**src/rtl/sync_asym_fifo.sv**
```systemverilog
// sync_asym_fifo: single-clock FIFO whose write and read words may differ in
// width. Storage is kept in RAM_WIDTH-bit units, where RAM_WIDTH is the narrower
// of the two ports. The units are spread across NB interleaved banks so that the
// wide side touches one row of every bank in a single cycle. Each bank is a plain
// array with a registered read, so it can map onto block RAM.
// Optional build macro SYNC_ASYM_FIFO_PROG_FLAG_EN adds the AF_THRESH/AE_THRESH
// parameters and the almost_full/almost_empty outputs.
module sync_asym_fifo #(
  parameter int RAM_DEPTH      = 32,
  parameter int RAM_ADDR_WIDTH = 5,
  parameter int WR_WIDTH       = 8,
  parameter int RD_WIDTH       = 32,
  parameter int MSB_FIRST      = 0
`ifdef SYNC_ASYM_FIFO_PROG_FLAG_EN
  ,
  parameter int AF_THRESH      = RAM_DEPTH - 4,
  parameter int AE_THRESH      = 4
`endif
) (
  input  logic                      clk,
  input  logic                      rst,
  input  logic                      wr_en,
  input  logic [WR_WIDTH-1:0]       wr_data,
  output logic                      full,
  input  logic                      rd_en,
  output logic [RD_WIDTH-1:0]       rd_data,
  output logic                      rd_valid,
  output logic                      empty,
  output logic [RAM_ADDR_WIDTH:0]   unit_count,
  output logic                      overflow,
  output logic                      underflow
`ifdef SYNC_ASYM_FIFO_PROG_FLAG_EN
  ,
  output logic                      almost_full,
  output logic                      almost_empty
`endif
);

  localparam int RAM_WIDTH = (WR_WIDTH < RD_WIDTH) ? WR_WIDTH : RD_WIDTH;
  localparam int WR_IND    = WR_WIDTH / RAM_WIDTH;
  localparam int RD_IND    = RD_WIDTH / RAM_WIDTH;
  // One of WR_IND/RD_IND is always 1, so the bank count is the width ratio.
  localparam int NB        = WR_IND * RD_IND;
  localparam int NB_LOG    = $clog2(NB);
  localparam int BANK_AW   = (NB > 1) ? NB_LOG : 1;
  localparam int ROWS      = RAM_DEPTH / NB;
  localparam int ROW_AW    = (ROWS > 1) ? $clog2(ROWS) : 1;
  localparam int CW        = RAM_ADDR_WIDTH + 1;

  localparam logic [RAM_ADDR_WIDTH-1:0] WR_STEP   = RAM_ADDR_WIDTH'(WR_IND);
  localparam logic [RAM_ADDR_WIDTH-1:0] RD_STEP   = RAM_ADDR_WIDTH'(RD_IND);
  localparam logic [RAM_ADDR_WIDTH-1:0] BANK_MASK = RAM_ADDR_WIDTH'(NB - 1);
  localparam logic [CW-1:0]             WR_INC    = CW'(WR_IND);
  localparam logic [CW-1:0]             RD_INC    = CW'(RD_IND);
  localparam logic [CW-1:0]             FULL_LIM  = CW'(RAM_DEPTH - WR_IND);
`ifdef SYNC_ASYM_FIFO_PROG_FLAG_EN
  localparam logic [CW-1:0]             AF_LIM    = CW'(AF_THRESH);
  localparam logic [CW-1:0]             AE_LIM    = CW'(AE_THRESH);
`endif

  logic [RAM_ADDR_WIDTH-1:0] wr_ptr_q, wr_ptr_d;
  logic [RAM_ADDR_WIDTH-1:0] rd_ptr_q, rd_ptr_d;
  logic [CW-1:0]             count_q, count_d;
  logic                      full_q, full_d;
  logic                      empty_q, empty_d;
  logic                      rd_valid_q, rd_valid_d;
  logic                      overflow_q, overflow_d;
  logic                      underflow_q, underflow_d;
`ifdef SYNC_ASYM_FIFO_PROG_FLAG_EN
  logic                      almost_full_q, almost_full_d;
  logic                      almost_empty_q, almost_empty_d;
`endif

  logic                      wr_acc;
  logic                      rd_acc;
  logic [ROW_AW-1:0]         wr_row;
  logic [ROW_AW-1:0]         rd_row;
  logic [BANK_AW-1:0]        wr_bank;
  logic [BANK_AW-1:0]        rd_bank;
  logic [RAM_WIDTH-1:0]      bank_rd [NB];

  // Acceptance, pointer/count advance and next-state flags, all from pre-edge state.
  always_comb begin
    wr_acc      = wr_en && !full_q;
    rd_acc      = rd_en && !empty_q;
    wr_row      = ROW_AW'(wr_ptr_q >> NB_LOG);
    rd_row      = ROW_AW'(rd_ptr_q >> NB_LOG);
    wr_bank     = BANK_AW'(wr_ptr_q & BANK_MASK);
    rd_bank     = BANK_AW'(rd_ptr_q & BANK_MASK);
    wr_ptr_d    = wr_acc ? (wr_ptr_q + WR_STEP) : wr_ptr_q;
    rd_ptr_d    = rd_acc ? (rd_ptr_q + RD_STEP) : rd_ptr_q;
    count_d     = count_q + (wr_acc ? WR_INC : '0) - (rd_acc ? RD_INC : '0);
    full_d      = count_d > FULL_LIM;
    empty_d     = count_d < RD_INC;
    rd_valid_d  = rd_acc;
    overflow_d  = wr_en && full_q;
    underflow_d = rd_en && empty_q;
`ifdef SYNC_ASYM_FIFO_PROG_FLAG_EN
    almost_full_d  = count_d >= AF_LIM;
    almost_empty_d = count_d <= AE_LIM;
`endif
  end

  // Control state registers; a reset also drops any read still in flight.
  always_ff @(posedge clk) begin
    if (rst) begin
      wr_ptr_q    <= '0;
      rd_ptr_q    <= '0;
      count_q     <= '0;
      full_q      <= 1'b0;
      empty_q     <= 1'b1;
      rd_valid_q  <= 1'b0;
      overflow_q  <= 1'b0;
      underflow_q <= 1'b0;
`ifdef SYNC_ASYM_FIFO_PROG_FLAG_EN
      almost_full_q  <= 1'b0;
      almost_empty_q <= 1'b1;
`endif
    end else begin
      wr_ptr_q    <= wr_ptr_d;
      rd_ptr_q    <= rd_ptr_d;
      count_q     <= count_d;
      full_q      <= full_d;
      empty_q     <= empty_d;
      rd_valid_q  <= rd_valid_d;
      overflow_q  <= overflow_d;
      underflow_q <= underflow_d;
`ifdef SYNC_ASYM_FIFO_PROG_FLAG_EN
      almost_full_q  <= almost_full_d;
      almost_empty_q <= almost_empty_d;
`endif
    end
  end

  // Unit banks. A wide access hits the same row in every bank. A narrow access
  // hits only the bank picked by the low pointer bits. The write and read
  // addresses never overlap within a cycle, because one side covers free units
  // and the other covers stored units.
  genvar gi;
  generate
    for (gi = 0; gi < NB; gi++) begin : g_bank
      localparam int WR_SLICE = (WR_IND == 1) ? 0 :
                                ((MSB_FIRST != 0) ? (WR_IND - 1 - gi) : gi);
      logic [RAM_WIDTH-1:0] mem [ROWS];
      logic [RAM_WIDTH-1:0] rd_unit_q;
      logic                 bank_we;
      logic                 bank_re;

      assign bank_we = wr_acc && ((WR_IND > 1) || (wr_bank == BANK_AW'(gi)));
      assign bank_re = rd_acc && ((RD_IND > 1) || (rd_bank == BANK_AW'(gi)));

      // Storage write: no reset, so contents survive rst.
      always_ff @(posedge clk) begin
        if (bank_we) mem[wr_row] <= wr_data[WR_SLICE*RAM_WIDTH +: RAM_WIDTH];
      end

      // Registered read port; it holds between reads and clears on reset.
      always_ff @(posedge clk) begin
        if (rst)          rd_unit_q <= '0;
        else if (bank_re) rd_unit_q <= mem[rd_row];
      end

      assign bank_rd[gi] = rd_unit_q;
    end

    if (RD_IND > 1) begin : g_rd_wide
      for (gi = 0; gi < NB; gi++) begin : g_slice
        localparam int RD_SLICE = (MSB_FIRST != 0) ? (RD_IND - 1 - gi) : gi;
        assign rd_data[RD_SLICE*RAM_WIDTH +: RAM_WIDTH] = bank_rd[gi];
      end
    end else begin : g_rd_narrow
      logic [BANK_AW-1:0] rd_sel_q, rd_sel_d;

      assign rd_sel_d = rd_acc ? rd_bank : rd_sel_q;

      // Remember which bank the last accepted read came from.
      always_ff @(posedge clk) begin
        if (rst) rd_sel_q <= '0;
        else     rd_sel_q <= rd_sel_d;
      end

      assign rd_data = bank_rd[rd_sel_q];
    end
  endgenerate

  assign full       = full_q;
  assign empty      = empty_q;
  assign rd_valid   = rd_valid_q;
  assign unit_count = count_q;
  assign overflow   = overflow_q;
  assign underflow  = underflow_q;
`ifdef SYNC_ASYM_FIFO_PROG_FLAG_EN
  assign almost_full  = almost_full_q;
  assign almost_empty = almost_empty_q;
`endif

endmodule
```
**config.mk**
```make
export PLATFORM = sky130hd
export DESIGN_NAME = sync_asym_fifo
export DESIGN_NICKNAME = d
export VERILOG_FILES = /design/src/rtl/sync_asym_fifo.sv
export SDC_FILE = /design/constraint.sdc
export NUM_CORES = 1
export LEC_CHECK = 0
export CAP_MARGIN = 10
export CORE_MARGIN = 4
export CORE_UTILIZATION = 40
export DETAILED_ROUTE_END_ITERATION = 7
export GPL_ROUTABILITY_DRIVEN = 0
export HOLD_SLACK_MARGIN = 0.08
export PLACE_DENSITY_LB_ADDON = 0.05
export SLEW_MARGIN = 20
export SYNTH_ARGS = -nofsm -noshare
export SYNTH_HDL_FRONTEND = slang
export SYNTH_SLANG_ARGS = --single-unit
```
**constraint.sdc**
```tcl
create_clock -name clk -period 6.45 [get_ports clk]
set_input_delay 1.29 -clock clk [delete_from_list [all_inputs] [get_ports clk]]
set_output_delay 1.29 -clock clk [all_outputs]
set_load 0.01 [all_outputs]
```
==> flow_summary.json <==
{
  "ctsResizeCount": 0,
  "powerDensity_mw_per_mm2": 376,
  "drtPass1Iterations": 4,
  "async_flop_share": 0,
  "cts-root-buf": "clkbuf_16",
  "place_ws_ns": 2.33,
  "final.setup.tns_ns": 0,
  "detail-route-antenna-nets": 0,
  "p_seq_frac": 0.459,
  "cts_setup_buffers": 0,
  "clk_path_buf_depth": 3,
  "ys_ff_latch": 307,
  "p_comb_frac": 0.161,
  "switching_share": 0.242,
  "die_x_um": 178,
  "fin_nets": 706,
  "drt_iter0_markers": 348,
  "diodes": 0,
  "clk_latency_ns": 0.50,
  "grt_max_degree": 42,
  "vdd_ir_drop_max_uv": 183,
  "fin_area_mm2": 0.0135,
  "syn_area_mm2": 0.0115,
  "yosys_warnings": 0,
  "fmax_ghz": 0.278,
  "netSwitchingPower_w": 0.00123,
  "cp.required_ns": 6.85,
  "p_int_w": 0.00385,
  "synth_cell_types": 32,
  "critical_path_arrival_ns": 4.00,
  "yosysTopAreaCell": "edfxtp_1",
  "routed_wl_mm": 24.7,
  "endpoint_kind": "flip-flop",
  "clkSinkCount": 307,
  "placed_area_mm2": 0.0124,
  "io_pins": 55,
  "wl_per_cell_um": 22.8,
  "worst_slack_ns": 2.86,
  "status": "completed",
  "start_util": 0.410,
  "rsz0062_at_grt": "no",
  "startpoint_type": "input pin",
  "yosys.area.top_type_share": 0.668,
  "hold_path_class": "reg -> reg",
  "grt_pass1_wl_mm": 38.0,
  "avgViaCountPerCell": 5.25,
  "finalCriticalPeriod_ns": 3.60,
  "drive_above_1_share": 0.194,
  "setup-violations-final": 0,
  "antenna_found_initial": 0,
  "seq_area_frac_synth": 0.756,
  "vias": 5696,
  "synth_edf_count": 256,
  "ys_top_cells_by_area": "edfxtp_1 (67%), mux4_2 (13%), dfxtp_1 (8.9%)",
  "grt_use_total": 0.161,
  "syn-instance-count": 614,
  "slew_headroom": 0.403,
  "p_clk_frac": 0.380,
  "synth_fa_ha_area_frac": 0.0141,
  "synthFlopType": "edfxtp_1",
  "drc": 0,
  "hpwl_mm": 14.5,
  "tightest_slew_ns": 0.894,
  "worstPathMaxFanout": 38,
  "die_area_mm2": 0.0316,
  "clock_skew_ns": 0.0115,
  "cts_tree": "done",
  "synth.area.mux_share": 0.127,
  "criticalPathCategory": "in -> reg",
  "numPortBuffers": 54,
  "maxSlewViolCount": 0,
  "grt_overflow": 0,
  "period_share": 0.557,
  "hold_buffers": 0,
  "coreArea_mm2": 0.0281,
  "leakage_nw": 4.32,
  "synthXorXnorAreaFrac": 0.00761,
  "grt_pass1_vias": 6170,
  "clk_pin_slew_ns": 0.06,
  "drv_cap": 0,
  "finalHoldViolCount": 0,
  "syn_avg_cell_area_um2": 18.8,
  "synth_compound_area_frac": 0.0365,
  "cts_made_buffers": 36,
  "synth-simple-area-share": 0.0386,
  "syn2layout_area_growth_pct": 17.4,
  "die_h_um": 178,
  "syn_nets": 639,
  "hold_ws_ns": 0.502,
  "cts-htree-levels": 2,
  "rows": 61,
  "synth_top_family_by_area": "multiplexers"
}
-- Yosys cell counts, types with 3 or more instances --
cell and instances:
a21oi_1 4, buf_1 6, buf_2 9, buf_6 4, clkbuf_1 11, dfxtp_1 51, edfxtp_1 256, ha_1 13
inv_1 8, mux4_2 64, nand2_1 10, nand3b_1 3, nor2_1 78, nor2b_1 3, o21ai_0 23, o21ai_1 10
o22ai_1 32, xnor2_1 5, xor2_1 5
-- routing by layer --
metal / routed length (um) / part of all wire / GRT usage
met5: 0 / 0 / 0
met4: 457 / 0.018 / 0.0425
met3: 972 / 0.039 / 0.0285
met2: 12000 / 0.49 / 0.263
met1: 11300 / 0.46 / 0.226
-- cell type report --
class                      instances  area, um^2
inverter                           9        33.8
tap                              378         473
clock buffer                      52        1030
fill                            2417       14600
sequential                       307        8710
clock inverter                    12         111
timing repair buffer              61         568
multi-input combinational        266        2590
-- metrics by stage --
stage,util,cells,total power (W)
CTS,0.482,1085,0.00517
global placement,0.442,1021,0.00321
finish,0.481,1085,0.00509
floorplan,-,614,0.00292
detailed placement,0.441,1021,0.00321
global route,0.481,1085,0.00533
-- path summary, 6_finish.rpt --
kind	startpoint	to	cells after the start	slack, ns
max	rd_en	empty	11	2.86
min	g_bank[2].rd_unit_q[3]	g_bank[2].rd_unit_q[3]	2	0.50
max reg2reg	empty	empty	10	3.81
min reg2reg	g_bank[2].rd_unit_q[3]	g_bank[2].rd_unit_q[3]	2	0.50
-- flip-flops by register name (all words and copies together), names as in the netlist --
register          flops
g_bank.mem          256
unit_count            6
rd_valid              1
wr_ptr_q              5
overflow              1
underflow             1
g_bank.rd_unit_q     32
rd_ptr_q              3
empty                 1
full                  1
-- power by group through the flow --
stage | clock [W] | combinational, W | sequential, W
finish | 0.00193 | 0.000820 | 0.00234
global route | 0.00208 | 0.000899 | 0.00235
CTS | 0.00199 | 0.000839 | 0.00234
detailed placement | 0 | 0.000834 | 0.00238
global placement | 0 | 0.000834 | 0.00238
floorplan | 0 | 0.000559 | 0.00236
-- logic make-up after synthesis --
kind of cell	count (synthesis)
simple gates	105
fa+ha+maj	13
buf+inv	41
compound gates	72
flops	307
xor+xnor	10
mux	66
-- critical path, cell delays in order --
cell and delay (ns):
clkdlybuf4s50_1 0.48, nor2b_4 0.14, buf_4 0.42, inv_1 0.16
ha_1 0.35, inv_1 0.05, ha_1 0.18, a211oi_2 0.27
o21ai_1 0.15, mux2_2 0.31, a2111oi_2 0.19
-- cells in the final DEF (no fill, tap or decap), types with 2 or more instances in the layout --
cell type and n:
a21oi_1 4, and2_1 2, and3_1 2, buf_2 5, buf_4 7, bufinv_16 2
clkbuf_1 10, clkbuf_16 37, clkbuf_8 5, clkdlybuf4s50_1 49, clkinv_1 4, clkinv_2 4
dfxtp_1 49, edfxtp_1 256, ha_1 13, inv_1 8, mux2_2 2, mux4_2 64
nand2_1 9, nand3b_1 3, nand4_1 2, nor2_1 78, nor2b_1 2, o21ai_0 23
o21ai_1 10, o22ai_1 32, or3b_2 2, xnor2_1 5, xor2_1 5
(Power assumes the default switching activity.)
